### config.mk
export PLATFORM = sky130hd
export DESIGN_NAME = mpu_sequencer
export DESIGN_NICKNAME = d
export VERILOG_FILES = /design/src/rtl/mpu_sequencer.sv
export SDC_FILE = /design/constraint.sdc
export NUM_CORES = 1
export LEC_CHECK = 0
export CORE_ASPECT_RATIO = 1.75
export CORE_UTILIZATION = 33
export DETAILED_ROUTE_END_ITERATION = 8
export PLACE_DENSITY_LB_ADDON = 0.3
export SKIP_LAST_GASP = 1
export SLEW_MARGIN = 15
export SYNTH_ARGS = -nofsm -noshare
export SYNTH_HDL_FRONTEND = slang
export SYNTH_SLANG_ARGS = --single-unit
### constraint.sdc
create_clock -name i_clk -period 2 [get_ports i_clk]
set_input_delay 0.3 -clock i_clk [delete_from_list [all_inputs] [get_ports i_clk]]
set_output_delay 0.3 -clock i_clk [all_outputs]
set_load 0.005 [all_outputs]
### src/rtl/mpu_sequencer.sv
// ---------------------------------------------------------------------------
// mpu_sequencer
//
// Fetch/decode/execute sequencer for the MPU core. Owns the program counter,
// fetches instructions over a req/ack instruction-memory port, decodes the
// 3-bit opcode, and issues ALU commands over a valid/ready handshake. Then it
// waits for the ALU completion pulse. Jumps, NOPs and halts are resolved
// internally without involving the ALU.
//
// Opcode map (instruction bits [INSTR_W-1:INSTR_W-3]):
//   000..011  ALU op (ADD, SUB, AND, OR), operand = low ADDR_W bits
//   100       JMP to operand
//   101, 110  NOP (pc + 1)
//   111       HALT
//
// Ports:
//   i_clk          system clock, rising edge
//   i_rst          synchronous, active-low reset
//   i_start        begins execution from pc 0 when idle or halted
//   o_imem_req     instruction fetch request
//   o_imem_addr    fetch address (= pc)
//   i_imem_ack     fetch acknowledge, i_imem_data valid in the same cycle
//   i_imem_data    fetched instruction
//   o_alu_valid    ALU command valid
//   o_alu_op       ALU function: 00 ADD, 01 SUB, 10 AND, 11 OR
//   o_alu_operand  operand field of the current instruction
//   i_alu_ready    ALU accepts command
//   i_alu_done     single-cycle pulse, ALU result written
//   o_pc           current program counter
//   o_busy         high in every state except IDLE and HALT
//   o_halted       high in HALT
//   o_timeout_err  sticky fetch-timeout flag
//
// Optional feature macro: IMEM_TIMEOUT_EN
//   Defined:   a fetch that sees no ack for TIMEOUT consecutive request
//              cycles sets o_timeout_err and halts.
//   Undefined: fetch waits indefinitely and o_timeout_err is tied to 0.
//
// Every output is taken from a register or decoded from the state register,
// so there is no combinational path from any input to any output.
// ---------------------------------------------------------------------------
module mpu_sequencer #(
  parameter int ADDR_W  = 5,
  parameter int INSTR_W = 8,
  parameter int TIMEOUT = 15
) (
  input  logic               i_clk,
  input  logic               i_rst,
  input  logic               i_start,
  output logic               o_imem_req,
  output logic [ADDR_W-1:0]  o_imem_addr,
  input  logic               i_imem_ack,
  input  logic [INSTR_W-1:0] i_imem_data,
  output logic               o_alu_valid,
  output logic [1:0]         o_alu_op,
  output logic [ADDR_W-1:0]  o_alu_operand,
  input  logic               i_alu_ready,
  input  logic               i_alu_done,
  output logic [ADDR_W-1:0]  o_pc,
  output logic               o_busy,
  output logic               o_halted,
  output logic               o_timeout_err
);

  typedef enum logic [2:0] {
    S_IDLE      = 3'd0,
    S_FETCH     = 3'd1,
    S_DECODE    = 3'd2,
    S_EXEC      = 3'd3,
    S_WAIT_DONE = 3'd4,
    S_HALT      = 3'd5
  } state_t;

  state_t               r_state;
  state_t               w_state_next;
  logic [ADDR_W-1:0]    r_pc;
  logic [ADDR_W-1:0]    w_pc_next;
  logic [INSTR_W-1:0]   r_ir;
  logic [INSTR_W-1:0]   w_ir_next;
  logic                 r_timeout_err;
  logic                 w_timeout_err_next;
  logic [2:0]           w_opcode;
  logic [ADDR_W-1:0]    w_operand;

  assign w_opcode  = r_ir[INSTR_W-1 -: 3];
  assign w_operand = r_ir[ADDR_W-1:0];

`ifdef IMEM_TIMEOUT_EN
  localparam int TCNT_W = $clog2(TIMEOUT + 1);
  logic [TCNT_W-1:0]    r_tcnt;
  logic [TCNT_W-1:0]    w_tcnt_next;
`else
  logic                 w_unused_timeout;
  assign w_unused_timeout = (TIMEOUT > 0);
`endif

  // State, pc, instruction register and error flag. Reset wins over any
  // handshake in flight.
  always_ff @(posedge i_clk) begin
    if (!i_rst) begin
      r_state       <= S_IDLE;
      r_pc          <= '0;
      r_ir          <= '0;
      r_timeout_err <= 1'b0;
    end else begin
      r_state       <= w_state_next;
      r_pc          <= w_pc_next;
      r_ir          <= w_ir_next;
      r_timeout_err <= w_timeout_err_next;
    end
  end

`ifdef IMEM_TIMEOUT_EN
  // Fetch-wait counter. It is held at zero outside FETCH, so it is
  // already clear on every entry into FETCH.
  always_ff @(posedge i_clk) begin
    if (!i_rst) begin
      r_tcnt <= '0;
    end else begin
      r_tcnt <= w_tcnt_next;
    end
  end
`endif

  // Next-state logic. Defaults hold every register. A pc of all-ones wraps
  // to zero through the natural ADDR_W-bit addition.
  always_comb begin
    w_state_next       = r_state;
    w_pc_next          = r_pc;
    w_ir_next          = r_ir;
    w_timeout_err_next = r_timeout_err;
`ifdef IMEM_TIMEOUT_EN
    w_tcnt_next        = '0;
`endif
    case (r_state)
      S_IDLE: begin
        if (i_start) begin
          w_pc_next    = '0;
          w_state_next = S_FETCH;
        end
      end
      S_FETCH: begin
        // An ack in the same cycle the count expires takes priority.
        if (i_imem_ack) begin
          w_ir_next    = i_imem_data;
          w_state_next = S_DECODE;
        end
`ifdef IMEM_TIMEOUT_EN
        else if (r_tcnt == TCNT_W'(TIMEOUT - 1)) begin
          w_timeout_err_next = 1'b1;
          w_state_next       = S_HALT;
        end else begin
          w_tcnt_next = r_tcnt + 1'b1;
        end
`endif
      end
      S_DECODE: begin
        case (w_opcode)
          3'b000, 3'b001, 3'b010, 3'b011: w_state_next = S_EXEC;
          3'b100: begin
            w_pc_next    = w_operand;
            w_state_next = S_FETCH;
          end
          3'b111: w_state_next = S_HALT;
          default: begin
            w_pc_next    = r_pc + 1'b1;
            w_state_next = S_FETCH;
          end
        endcase
      end
      S_EXEC: begin
        if (i_alu_ready) begin
          w_state_next = S_WAIT_DONE;
        end
      end
      S_WAIT_DONE: begin
        if (i_alu_done) begin
          w_pc_next    = r_pc + 1'b1;
          w_state_next = S_FETCH;
        end
      end
      S_HALT: begin
        if (i_start) begin
          w_pc_next          = '0;
          w_timeout_err_next = 1'b0;
          w_state_next       = S_FETCH;
        end
      end
      default: w_state_next = S_IDLE;
    endcase
  end

  // Output decode. The ALU command fields come straight from the
  // instruction register, which is frozen from DECODE onward, so they are
  // stable for the whole EXEC handshake.
  always_comb begin
    o_imem_req    = (r_state == S_FETCH);
    o_imem_addr   = r_pc;
    o_alu_valid   = (r_state == S_EXEC);
    o_alu_op      = r_ir[INSTR_W-2 -: 2];
    o_alu_operand = w_operand;
    o_pc          = r_pc;
    o_busy        = (r_state != S_IDLE) && (r_state != S_HALT);
    o_halted      = (r_state == S_HALT);
    o_timeout_err = r_timeout_err;
  end

endmodule

Yosys cells after proc, flatten, opt, wreduce, memory -nomap -nowiden --
Cells that the tools add are included.
Word-level totals: input port bits 14, logic and storage cells 41, register bits 16, output and inout port bits 22
Operators by class: reductions and logical operators 11, equal/unequal tests 16, add/sub/neg operators 1, mux-type cells 10
Operators by type and width (count):
- one-hot mux 3 bit (5 select lines) | 1
- one-hot mux 5 bit (3 select lines) | 1
- equality test 3 x 2 -> 1 bit (second input constant) | 4
- equality test 3 bit (second input constant) | 4
- two-way mux 3 bit | 4
- two-way mux 5 bit | 2
- one-hot mux 5 bit (2 select lines) | 1
- AND reduction 4 bit | 2
- equality test 3 x 1 -> 1 bit (second input constant) | 2
- zero test 3 bit | 2
- inequality test 2 x 1 -> 1 bit (second input constant) | 3
- one-hot mux 3 bit (2 select lines) | 1
- nonzero test 3 bit | 2
- adder 5 x 1 -> 5 bit (second input constant) | 1
- OR reduction 5 bit | 1
- inequality test 2 bit (second input constant) | 2
- OR reduction 4 bit | 1
- inequality test 3 bit (second input constant) | 1
- AND reduction 2 bit | 1
- OR reduction 2 bit | 1
- logical AND 1 bit | 1

Longest topological paths before layout --
Gate-level depths: netlist of run 1.
word-level depth 4, depth in mapped cells 6, depth with buffers taken out 6

Worst setup path before layout of run 1 --
OpenSTA, ideal clock, no wires.
kind flip-flop to flip-flop, from register r_state[0], to register r_pc[2] (netlist: o_imem_addr[2]), cell stages (with the launch flop) 6, path buffers 0, path slack 0.615 ns, data arrival time 1.270 ns, required time 1.885 ns, library setup time 0.115 ns, clock period less this slack 1.385 ns, cells stage by stage dfxtp_1 -> mux2_4 -> mux2i_4 -> o21ai_4 -> and3_1 -> a31o_1
Between the ends: word-level cells in the longest chain between the ends 4, elaborated cells between the ends (all ways) 11, classes of those cells 6 x eq/ne; 1 x mux; 4 x reduce/logical
RTL lines:
- start: declaration | RTL line 74 | state_t r_state;
- start signal: assignment | RTL line 106 | r_state <= w_state_next;
- equality test 3 bit or zero test 3 bit (tied branches) | RTL line 135 | case (r_state)
- OR reduction 2 bit (no line)
- inequality test 2 x 1 -> 1 bit (no line) or nonzero test 3 bit (tied branches)
- AND reduction 4 bit (no line)
- end signal: assignment | RTL line 107 | r_pc <= w_pc_next;
- end: declaration | RTL line 76 | logic [ADDR_W-1:0] r_pc;
Parallel ways exist; a longest one is shown, timed or not. A chain may end at the register's enable or synchronous reset.

Worst setup path after layout of run 1 --
from register r_state[2], to output o_busy
Between the ends: word-level cells in the longest chain between the ends 2, elaborated cells between the ends (all ways) 3, classes of those cells 1 x eq/ne; 2 x reduce/logical
RTL lines:
- inequality test 3 bit or nonzero test 3 bit (tied branches) | RTL line 203 | o_busy = (r_state != S_IDLE) && (r_state != S_HALT);
- logical AND 1 bit (*) | RTL line 203
- end: declaration | RTL line 60 | output logic o_busy,
Every way passes the cells marked *; elsewhere a longest branch is shown, timed or not.

==> metrics.txt, run 1 <==
postcts setup bufs=0; crit path kind=flop to output pin; CP Launch Type=flop; Remaining DRCs=1; fin crit period=between 1.5 and 2 ns; final WL=about 2300 microns; CTS tree=built; routing usage on met3=3.08%; first-pass GRT wire length=3690 microns; CTS Buffer Depth=2; final setup TNS=0 ns; Crit-path slowest cell=dfxtp_1; FF+latch area=between 300 and 400 sq um; syn nets=around 130; Gate Count Post-Synth=~120; initial antenna violation count=0; ant diodes=0; post-synthesis cell type count=35; Synth area leaders=dfxtp_1 31%, buf_4 11%, mux2i_1 9.7%; status=complete, but fails checks; leakage power=0.482 nW; gr ovfl total=0; I/O pins=36; htree depth=1; post-CTS sizing=0; largest net degree at the start of global routing=18; Yosys reg bits=16; Slew @ Worst Pin=0.497 ns; Comb power frac=approximately 34%; initial core utilization=approximately a third; vias in the first global route=~820; Post-DRT Antenna Nets=0; Syn-to-layout area delta=32.2%; RSZ-0062 raised after global routing=no; Via-to-Cell Ratio=about 5.2; GP Congestion=roughly 0.86; Crit. End Element=output pin; Max-slew headroom=roughly 67%; dpl cells=about 170; Fin. Hold Viols=0; Overall Global Routing Usage=about 15%; r2r setup slk=~0.47 ns; Place WS=between 0.15 and 0.2 ns; layout cell share with drive strength beyond 1=a little under an eighth; worst path cell trace=nand2b_1, nand3_1, clkdlybuf4s50_1; Achievable Freq=roughly 540 MHz; part of the power in the clock network=27.8%; Synth top area share=31.1%; DP HPWL=around 1800 microns; fillcell total=between 200 and 300; chip width=approximately 44 microns; PwrDens=between 700 and 800 nW/um^2; R2R cell count=5; area of the multi-input gates=579 sq um; WL/cell=roughly 14 microns; Worst-Skew Late Latency=between 0.2 and 0.3 ns; P_sw=about 300 uW; worst-case vdd ir drop=approximately 0.43 mV; Worst Path Max Fanout=8; cts hold-fix bufs=0; switching portion of total power=~29%; Chip Height=~76 microns; CP top delay family=flip-flops; Num CTS Buffers=3; Non-Filler Instances=about 170; Int Pwr=722 uW; hold crit path type=flop to flop; Root Driver=clkbuf_8; Max-cap violations=0; DR vias=880; 1st-iter DRT viols=22; instance count on the critical path=3; crit path DAT=around 1.5 ns; Reg power frac=between 30% and 40%; Mapped Area=roughly 1000 sq um; Worst-path clk slew=0.06 ns; Core Region=about 2900 sq um; CTS Sinks=16; Buf/Inv on CP=1; met1 usage=between 10% and 20%; skew final=0.000801 ns; Synth area leader=dfxtp_1; final period utilization=91.8%; met2 Usage GRT=between 20% and 30%; Worst EP required=around 1.7 ns; Hold Path Depth=2; Initial DRT Pass Iterations=6; CP peak stage delay=~0.46 ns; fin nets=around 160; Avg Inst Size Synth=~8.8 sq um; PnR worst setup slack=around 0.16 ns; die footprint=roughly 3400 sq um; I/O Buffers=34; # rows=26; sequential fraction of the synthesis area=between 30% and 40%; Max Slew Vio Count=0; Final setup viols=0; failing checks=DRC; busiest grt layer=met2; Yosys warning count=0
cell usage after synthesis (all sizes together):
library cell,number
buf,16
dfxtp,16
nor2b,12
o21ai,12
mux2i,11
nor2,7
a21boi,5
nand2,5
nand3,5
a21oi,3
and3,3
nor3,3
a2bb2oi,2
inv,2
nand2b,2
o21a,2
a211oi,1
a31o,1
a31oi,1
clkbuf,1
conb,1
ha,1
mux2,1
nand4,1
nor3b,1
o2bb2ai,1
xor2,1
sequential cells by signal, summed over array words and instances, names as in the netlist:
signal       flops
r_state          3
o_imem_addr      5
r_ir             8
worst paths after layout:
path,startpoint,endpoint
setup / recovery,r_state[2],o_busy
hold reg to reg,r_ir[1],o_imem_addr[1]
setup reg to reg,r_state[0],o_imem_addr[2]
hold / removal,r_ir[1],o_imem_addr[1]
cell type report:
class                   count  area share (%)
repair buffers             37            26.7
inverters                   2           0.552
flip-flops and latches     16            23.6
well taps                  28            2.58
clock buffers               4            4.05
multi-input cells          82            42.6
kinds of logic after synthesis:
logic type	Yosys count	synth area share, %
AOI/OAI and AO/OA	28	19.0
xor gates and xnor gates	1	0.852
adders and majority gates	1	1.22
buffers and inverters	19	12.5
DFF	16	31.1
muxes	12	13.4
other	1	0.365
and+or+nand+nor	39	21.5
worst register-to-register path, stage by stage, from the launching register on:
cell and delay [ns]:
dfxtp_1 0.45, mux2_4 0.35, mux2i_4 0.17, o21ai_4 0.11, and3_1 0.18, a31o_1 0.17
power by group through the flow:
stage / Clock (mW) / Combinational, mW / Sequential (mW)
after CTS: 0.291 / 0.352 / 0.387
after global placement: 0 / 0.343 / 0.393
after detailed placement: 0 / 0.350 / 0.394
final: 0.284 / 0.351 / 0.387
after floorplan: 0 / 0.235 / 0.383
after global routing: 0.312 / 0.382 / 0.394
through the flow:
stage	instance area (sq um)	util (%)	total power, mW	hold slack [ns]
finish	1360	46.5	1.02	0.515
global route	1360	46.5	1.09	0.539
CTS	1360	46.5	1.03	0.518
detailed placement	1310	44.6	0.745	0.510
global placement	1310	44.6	0.736	0.510
floorplan	1030	-	0.618	0.428
placed cells by master (no fill, tap or decap), types with 2 or more instances in the layout:
cell type,count
clkdlybuf4s50_1,34
dfxtp_1,16
nor2b_1,12
mux2i_1,10
o21ai_0,10
nor2_1,7
nand3_1,5
nand2_1,5
clkbuf_8,4
and3_1,3
buf_4,3
nand2b_1,2
inv_2,2
a2bb2oi_1,2
a21oi_1,2
o21a_1,2
nor3_1,2
a21boi_0,2
a21boi_1,2
per-layer routing:
metal	part of all wire, %	up-vias
met1	39	409
met4	1.9	0
li1	-	444
met5	0	-
met2	55	23
met3	3.9	4
(Power assumes the default switching activity.)
==> run 2: changes to the inputs <==
- CORE_ASPECT_RATIO: 1.75 -> 0.6
- SKIP_LAST_GASP: 1 -> default
==> metrics.txt, run 2 (synthesis results as in run 1) <==
initial antenna violation count=0 (unchanged); Initial DRT Pass Iterations=3 (-3); WHS Endpoint=o_imem_addr[1]; max reg flops=8 (unchanged); Achievable Freq=535 MHz (-1.8%); CTS Sinks=16 (unchanged); crit path DAT=1.57 ns (+0.03 ns); Syn-to-layout area delta=32.7%; Worst EP required=1.70 ns (about the same); Slew @ Worst Pin=0.552 ns (+0.0545 ns); final setup TNS=0 ns (unchanged); hold crit path type=flop to flop; R2R cell count=5 (unchanged); crit path kind=flop to output pin; Worst-path clk slew=0.06 ns (about the same); Max-slew headroom=63.1% (-3.6 points); Fin. Hold Viols=0 (unchanged); gr ovfl total=0 (unchanged); fillcell total=285 (+1.1%); Remaining DRCs=0 (-1); I/O pins=36 (unchanged); Crit. End Element=output pin; RSZ-0062 raised after global routing=no; Root Driver=clkbuf_8; Overall Global Routing Usage=15.5% (+0.40 points); largest reg by FF count=r_ir; htree depth=1 (unchanged); post-route cell area=1370 sq um (+0.37%); initial core utilization=35.4% (+0.23 points); largest net degree at the start of global routing=18 (unchanged); WL/cell=12.5 microns (-7.9%); first-pass GRT wire length=3740 microns (+1.3%); worst-case vdd ir drop=0.309 mV (-29%); total power=980 uW (-4.2%); status=finished clean; postcts setup bufs=0 (unchanged); CP Launch Type=flop; Num CTS Buffers=3 (unchanged); Worst Path Max Fanout=8 (unchanged); cts hold-fix bufs=0 (unchanged); Hold Path Depth=2 (unchanged); Worst-Skew Late Latency=0.25 ns (about the same); Final setup viols=0 (unchanged); vias in the first global route=805 (-1.7%); commonest non-fill, non-tap cell in the layout=clkdlybuf4s50_1; worst path cell trace=nand2b_1, nor2_1, clkdlybuf4s50_1; Max-cap violations=0 (unchanged); Max Slew Vio Count=0 (unchanged); Crit-path slowest cell=clkdlybuf4s50_1; fin crit period=1.87 ns (+0.0329 ns); ant diodes=0 (unchanged); Buf/Inv on CP=1 (unchanged); instance count on the critical path=3 (unchanged); GP Congestion=0.773 (-10%); Cell Area, Placed=1320 sq um (+1.3%); layout cell share with drive strength beyond 1=11.4% (+0.081 points); reg2reg end=o_imem_addr[3]; CP top delay family=buffers and inverters; I/O Buffers=34 (unchanged); CTS tree=built; final WL=2270 microns (-0.79%); fin nets=157 (unchanged); R2R Path Start=r_state[2]; Core Region=2910 sq um (-0.64%); die footprint=3350 sq um (about the same); # rows=15 (-42%); final period utilization=93.4% (+1.6 points); PwrDens=718 nW/um^2 (-4.5%); 1st-iter DRT viols=61 (+180%); DR vias=863 (-1.9%); CTS Buffer Depth=2 (unchanged); r2r setup slk=0.49 ns (+0.02 ns); chip width=74.1 microns (+68%); DP HPWL=1730 microns (-1.9%); leakage power=0.475 nW (-1.4%); CP peak stage delay=0.52 ns (+0.06 ns); hold path start=r_ir[1]; skew final=0.00378 ns (+0.00298 ns); Chip Height=45.2 microns (-40%); most frequent cells in the layout=34 x clkdlybuf4s50_1, 15 x dfxtp_1, 12 x nor2b_1, 10 x mux2i_1, 10 x o21ai_0; Post-DRT Antenna Nets=0 (unchanged); Via-to-Cell Ratio=4.74 (-8.9%)
==> run 2: area by class of cell <==
class                      count  area [sq um]  area share [%]
multi-input combinational     82           579            42.4
timing repair buffer          37           363            26.6
sequential                    16           322            23.6
tap                           42          52.6            3.85
clock buffer                   3          41.3            3.02
inverter                       2          7.51           0.550
==> run 2: routing by layer <==
metal	global-route usage, %	routed length (microns)	up-vias
met5	0	0	-
met4	6.15	26	0
met3	5.13	149	5
met2	21.5	882	27
met1	22.1	1210	386
li1	-	-	445
==> run 2: repair_timing <==
action	in CTS	in global routing
gates resized for setup	0	1
setup endpoints to repair	0	3
hold endpoints to repair	0	0
==> run 2: worst max path at each step <==
stage,endpoint,start
global placement,o_imem_addr[2],i_start
floorplan,o_imem_addr[2],r_state[0]
finish,o_imem_req,r_state[2]
global route,o_busy,r_state[2]
CTS,o_imem_req,r_state[0]
detailed placement,o_imem_addr[2],i_start
==> run 2: power by group <==
part	total (mW)	switching [mW]	internal, mW
registers	0.392	0.0419	0.351
logic	0.346	0.148	0.198
clock network	0.241	0.108	0.134
==> run 2: through the flow <==
step           util (%)  instances  worst slack, ns  hold WS, ns
2_1_floorplan         -        117            0.615        0.428
3_3_place_gp       45.5        179            0.218        0.496
3_5_place_dp       45.5        179            0.152        0.499
4_1_cts            46.9        182           0.0224        0.511
5_1_grt            46.9        182           0.0302        0.558
6_report           46.9        182            0.131        0.505
==> run 2: worst reg2reg max path, cell delays in order (launching register included) <==
cell and delay, ns:
dfxtp_1 0.47, inv_2 0.15, mux2i_4 0.22, o21ai_4 0.25
a21boi_0 0.14, o21a_1 0.20
